**config.mk**
```make
export PLATFORM = sky130hd
export DESIGN_NAME = ex_stage
export DESIGN_NICKNAME = d
export VERILOG_FILES = /design/src/rtl/ex_stage.sv
export SDC_FILE = /design/constraint.sdc
export NUM_CORES = 1
export LEC_CHECK = 0
export CORE_MARGIN = 1
export CORE_UTILIZATION = 48
export CTS_CLUSTER_SIZE = 20
export DETAILED_ROUTE_END_ITERATION = 6
export PLACE_DENSITY = 0.79
export SETUP_SLACK_MARGIN = 0.15
export SLEW_MARGIN = 20
export SYNTH_ARGS = -nofsm -noshare
export SYNTH_HDL_FRONTEND = slang
export SYNTH_SLANG_ARGS = --single-unit
```
**constraint.sdc**
```tcl
create_clock -name clk -period 4.81 [get_ports clk]
set_input_delay 0.481 -clock clk [delete_from_list [all_inputs] [get_ports clk]]
set_output_delay 0.481 -clock clk [all_outputs]
set_load 0.02 [all_outputs]
```
**src/rtl/ex_stage.sv**
```systemverilog
// Execute stage of the 5-stage in-order pipeline.
// Latches decoded operands from the decode stage through a valid/allowin handshake,
// evaluates the 12-op one-hot ALU, issues the data-SRAM request for ld.w/st.w and
// forwards pc, result and register-write info to the memory stage.
// Optional feature: define EX_FWD_EN to drive the ALU-result bypass bus ex_fwd_zip;
// without it the bus is tied to zero but the port stays for a fixed interface.
module ex_stage (
  input  logic        clk,
  input  logic        reset,
  output logic        ex_allowin,
  input  logic        id_to_ex_valid,
  input  logic [31:0] id_pc,
  input  logic [75:0] id_alu_data_zip,
  input  logic        id_res_from_mem,
  input  logic        id_mem_we,
  input  logic [31:0] id_rkd_value,
  input  logic [5:0]  id_rf_zip,
  input  logic        mem_allowin,
  output logic        ex_to_mem_valid,
  output logic [31:0] ex_pc,
  output logic        ex_res_from_mem,
  output logic [37:0] ex_rf_zip,
  output logic        data_sram_en,
  output logic [3:0]  data_sram_we,
  output logic [31:0] data_sram_addr,
  output logic [31:0] data_sram_wdata,
  output logic [37:0] ex_fwd_zip
);

  // Single-cycle ALU: an instruction is always ready to leave after one cycle.
  logic        ex_ready_go;
  logic        ex_valid;

  // Payload registers
  logic [31:0] pc_r;
  logic [11:0] alu_op_r;
  logic [31:0] src1_r;
  logic [31:0] src2_r;
  logic        res_from_mem_r;
  logic        mem_we_r;
  logic [31:0] rkd_value_r;
  logic        rf_we_r;
  logic [4:0]  rf_waddr_r;

  logic [31:0] alu_result;
  logic        sram_req_ok;

  assign ex_ready_go     = 1'b1;
  assign ex_allowin      = ~ex_valid | (ex_ready_go & mem_allowin);
  assign ex_to_mem_valid = ex_valid & ex_ready_go;

  // Stage valid bit: refilled whenever the stage can accept, otherwise held.
  always_ff @(posedge clk or posedge reset) begin
    if (reset) begin
      ex_valid <= 1'b0;
    end else if (ex_allowin) begin
      // NOTE: sequential state uses non-blocking assignments so every register
      // samples the pre-edge values of its neighbours, matching real flops.
      ex_valid <= id_to_ex_valid;
    end
  end

  // Payload capture: only a real handoff overwrites the payload, so a stalled
  // instruction keeps its operands stable under back-pressure.
  always_ff @(posedge clk or posedge reset) begin
    if (reset) begin
      pc_r           <= 32'h0;
      alu_op_r       <= 12'h0;
      src1_r         <= 32'h0;
      src2_r         <= 32'h0;
      res_from_mem_r <= 1'b0;
      mem_we_r       <= 1'b0;
      rkd_value_r    <= 32'h0;
      rf_we_r        <= 1'b0;
      rf_waddr_r     <= 5'h0;
    end else if (id_to_ex_valid && ex_allowin) begin
      pc_r           <= id_pc;
      alu_op_r       <= id_alu_data_zip[75:64];
      src1_r         <= id_alu_data_zip[63:32];
      src2_r         <= id_alu_data_zip[31:0];
      res_from_mem_r <= id_res_from_mem;
      mem_we_r       <= id_mem_we;
      rkd_value_r    <= id_rkd_value;
      rf_we_r        <= id_rf_zip[5];
      rf_waddr_r     <= id_rf_zip[4:0];
    end
  end

  // ALU datapath: one shared subtractor feeds sub, slt and sltu.
  logic [32:0] diff_full;
  logic [31:0] sub_res;
  logic        slt_bit;
  logic        sltu_bit;
  logic [4:0]  shamt;
  logic [31:0] sra_res;

  assign diff_full = {1'b0, src1_r} - {1'b0, src2_r};
  assign sub_res   = diff_full[31:0];
  assign sltu_bit  = diff_full[32];
  assign slt_bit   = (src1_r[31] & ~src2_r[31])
                   | (~(src1_r[31] ^ src2_r[31]) & sub_res[31]);
  assign shamt     = src2_r[4:0];
  assign sra_res   = $unsigned($signed(src1_r) >>> shamt);

  // One-hot result select; an empty op vector yields zero.
  always_comb begin
    // NOTE: assigning a default before any conditional update keeps this block
    // purely combinational; a missed path would otherwise infer a latch.
    alu_result = 32'h0;
    if (alu_op_r[0])  alu_result = alu_result | (src1_r + src2_r);
    if (alu_op_r[1])  alu_result = alu_result | sub_res;
    if (alu_op_r[2])  alu_result = alu_result | {31'h0, slt_bit};
    if (alu_op_r[3])  alu_result = alu_result | {31'h0, sltu_bit};
    if (alu_op_r[4])  alu_result = alu_result | (src1_r & src2_r);
    if (alu_op_r[5])  alu_result = alu_result | ~(src1_r | src2_r);
    if (alu_op_r[6])  alu_result = alu_result | (src1_r | src2_r);
    if (alu_op_r[7])  alu_result = alu_result | (src1_r ^ src2_r);
    if (alu_op_r[8])  alu_result = alu_result | (src1_r << shamt);
    if (alu_op_r[9])  alu_result = alu_result | (src1_r >> shamt);
    if (alu_op_r[10]) alu_result = alu_result | sra_res;
    if (alu_op_r[11]) alu_result = alu_result | src2_r;
  end

  // The SRAM read is synchronous, so the request fires only on the cycle the
  // instruction actually moves into the memory stage; a stall never repeats a store.
  assign sram_req_ok     = ex_to_mem_valid & mem_allowin;
  assign data_sram_en    = sram_req_ok & (res_from_mem_r | mem_we_r);
  assign data_sram_we    = {4{sram_req_ok & mem_we_r}};
  assign data_sram_addr  = alu_result;
  assign data_sram_wdata = rkd_value_r;

  assign ex_pc           = pc_r;
  assign ex_res_from_mem = res_from_mem_r;
  assign ex_rf_zip       = {rf_we_r & ex_valid, rf_waddr_r, alu_result};

`ifdef EX_FWD_EN
  // Bypass only ALU results; load data is not available yet, and r0 is never written.
  assign ex_fwd_zip = {ex_valid & rf_we_r & ~res_from_mem_r & (rf_waddr_r != 5'd0),
                       rf_waddr_r, alu_result};
`else
  assign ex_fwd_zip = 38'h0;
`endif

endmodule

```
==> impl_metrics.py <==
metrics = {
    "critical_path": {
        "crit_start": "src2_r[1]$_DFFE_PP0P_",
        "cp_cell_sequence": "buf_4, ha_1, a21o_1, nand4_1, a21oi_1, nor2_2, o31a_1, o41ai_2, buf_4, a41oi_1, xnor2_1, o221ai_1, clkdlybuf4s50_1",
        "arrival_ns": 4.52,
        "critPathMostFrequentCell": "buf_4",
        "worstPathMaxFanout": 35,
        "crit_path_start_kind": "flip-flop",
        "timing.rr.start": "ex_to_mem_valid$_DFFE_PP0N_",
        "ff2ff_setup_slack_ns": 2.68,
        "rr_worst_depth": 4,
        "worstSetupPathType": "reg2out",
        "cp-end-kind": "output port",
        "cpPeakStageDelay_ns": 0.68,
        "crit_path_end": "ex_rf_zip[29]",
        "cp_slowest_cell": "clkdlybuf4s50_1",
        "r2r-end": "rf_waddr_r[1]$_DFFE_PP0P_",
        "cp.required_ns": 4.33,
    },
    "cells_and_area": {
        "diodes": 0,
        "fin_area_um2": 19700,
        "final_nets": 2277,
        "mostFrequentLayoutCell": "clkdlybuf4s50_1",
        "drive_gt1_frac": 0.225,
        "final_cell_mix": "275 x clkdlybuf4s50_1, 168 x buf_4, 154 x mux2_2",
        "syn_to_final_growth_pct": 30.1,
        "post-route-util": 0.641,
    },
    "power": {
        "peakVddDrop_mv": 0.432,
        "leakage_nw": 8.53,
        "power_per_cell_area_nw_per_um2": 427,
    },
    "timing": {
        "finalSetupViolCount": 10,
        "hold_violations": 0,
        "skew_ns": 0.00974,
        "slew_headroom": 0.311,
        "finalMaxSlewViolations": 0,
        "hold_ws_ns": 0.506,
        "setup_tns_ns": -0.981,
        "period_minus_slack_ns": 5.00,
        "rsz0062_at_grt": "true",
        "setup_ws_ns": -0.186,
        "fmax_mhz": 200,
        "worst_pin_slew_ns": 1.03,
        "timing.final.crit_share": 1.04,
    },
    "grt": {
        "antenna_found_initial": 0,
        "grtUsageMet3": 0.0948,
        "grt_util_met1": 0.497,
        "track_usage": 0.383,
        "grt_pass1_vias": 15300,
        "grt_max_degree": 95,
        "top_usage_layer": "met2",
        "globalRoute.totalOverflow": 0,
        "grt_util_met2": 0.606,
        "grt_pass1_wl_mm": 93.5,
    },
    "cts": {
        "cts_tree": "yes",
        "insertion_delay_ns": 0.46,
        "cts_htree_levels": 4,
        "root_buffer": "clkbuf_16",
        "clock-sinks": 149,
        "cts.path.max_buffers": 2,
        "cts-buffers-inserted": 17,
        "path_clk_slew_ns": 0.08,
    },
    "run_status": {
        "status": "finished, violations left",
        "violations": "design-rule violations, negative setup slack",
    },
    "min_path": {
        "hold_class": "reg2reg",
    },
    "synthesis": {
        "synth.distinct_cells": 94,
        "synth_edf_count": 0,
        "async_reset_ff_frac": 1.00,
        "synth-seq-cells": 149,
        "syn-mean-instance-area_um2": 8.89,
        "ys_warn_count": 0,
        "ys_seq_area_frac": 0.246,
        "synthFlopType": "dfrtp_1",
        "syn_area_um2": 15200,
        "synthCells": 1707,
    },
    "drt": {
        "route.vias.total": 15600,
        "drt_iter0_drc": 2405,
        "wl_mm": 62.6,
        "first_pass_iters": 7,
        "wl_per_cell_um": 25.7,
        "vias_per_cell": 6.41,
        "ant_nets": 0,
        "drcViolationCount": 23,
    },
    "die": {
        "fp.dieH_um": 180,
        "boundaryPins": 332,
        "die_area_um2": 32300,
        "core_region_area_um2": 30800,
        "die_w_um": 180,
        "num_rows": 64,
        "start_util": 0.492,
    },
    "place": {
        "place_area_um2": 18900,
        "port_buffers": 293,
        "hpwl_mm": 47.8,
        "place_congestion": 1.03,
    },
    "flow_run": {
        "drv_cap": 0,
    },
}
[through the flow]
step	setup WS [ns]	cells	total power [W]
finish	-0.186	2434	0.00844
global route	-0.316	2434	0.00879
CTS	-0.0766	2432	0.00831
global placement	-0.331	2397	0.00664
floorplan	-0.145	1744	0.00477
detailed placement	-0.431	2397	0.00668
[worst max-delay path: cells and delay by family (launching register included)]
family | cells | cell delay, ns
adder cells (fa/ha/maj) | 1 | 0.26
AO/OA/AOI/OAI | 6 | 1.64
buffers and inverters | 3 | 1.24
XOR/XNOR | 1 | 0.21
AND/OR/NAND/NOR | 2 | 0.24
flip-flops | 1 | 0.43
[state kept, by name, indices dropped and copies added (netlist names), 5 cells and up]
register,cells
rf_waddr_r,5
alu_op_r,12
ex_pc,32
src2_r,32
data_sram_wdata,32
src1_r,32
[cell type report]
type                       count  area, µm²
timing repair buffer         466       4250
inverter                     101        402
sequential                   149       3740
clock buffer                  17        425
clock inverter                15        231
multi-input combinational   1290      10200
tap                          396        495
fill                        2621      11100
[where the power goes]
group          total, W  switching [W]  internal (W)
registers       0.00165       0.000210       0.00144
logic           0.00524        0.00304       0.00220
clock network   0.00155       0.000660      0.000894
total           0.00844        0.00391       0.00453
[worst min path at each step]
stage	start	endpoint	slack, ns	cells past startpoint
after floorplan	rf_we_r$_DFFE_PP0P_	rf_we_r$_DFFE_PP0P_	0.47	1
after global placement	data_sram_wdata[5]$_DFFE_PP0P_	data_sram_wdata[5]$_DFFE_PP0P_	0.49	1
after detailed placement	ex_pc[4]$_DFFE_PP0P_	ex_pc[4]$_DFFE_PP0P_	0.49	1
after CTS	rf_waddr_r[3]$_DFFE_PP0P_	rf_waddr_r[3]$_DFFE_PP0P_	0.51	1
after global routing	data_sram_wdata[17]$_DFFE_PP0P_	data_sram_wdata[17]$_DFFE_PP0P_	0.52	1
final	rf_waddr_r[3]$_DFFE_PP0P_	rf_waddr_r[3]$_DFFE_PP0P_	0.51	1
[synth_stat cells (23+ instances only)]
library cell	count	area share
inv_1	95	0.023
mux2i_1	82	0.054
a21o_1	23	0.011
nor3_1	23	0.0076
buf_4	83	0.041
o21ai_0	92	0.030
mux2_2	154	0.11
clkbuf_1	76	0.019
a21oi_1	110	0.036
nor2_1	129	0.032
buf_2	31	0.010
mux4_2	32	0.047
ha_1	97	0.080
nand3_1	27	0.0089
o211ai_1	26	0.013
a222oi_1	28	0.018
nand2_1	116	0.029
dfrtp_1	149	0.25
xnor2_1	25	0.014
[per-layer routing]
layer  wire length [µm]  vias up
met2              28300      995
met3               7040      157
met1              24900     7629
met4               2430        0
li1                   -     6811
met5                  0        -
[cell families (layout without fill, tap and decap cells)]
logic type                 Yosys count  count (layout)  share of synthesized area
muxes                              268             268                      0.216
other                                1              38                   0.000247
xor gates and xnor gates            27              27                     0.0156
DFF                                149             149                      0.246
AOI/OAI and AO/OA                  485             485                      0.227
buffers and inverters              305             599                      0.100
adders and majority gates          100             100                     0.0839
and+or+nand+nor                    372             372                      0.112
[timing repair]
item / CTS / global route
resized for setup: 56 / 20
pin swaps: 16 / 5
endpoints found under the setup margin: 64 / 49
setup buffers: 3 / 2
hold buffers: 0 / 0
No activity file was read; power rests on OpenSTA's default activity.
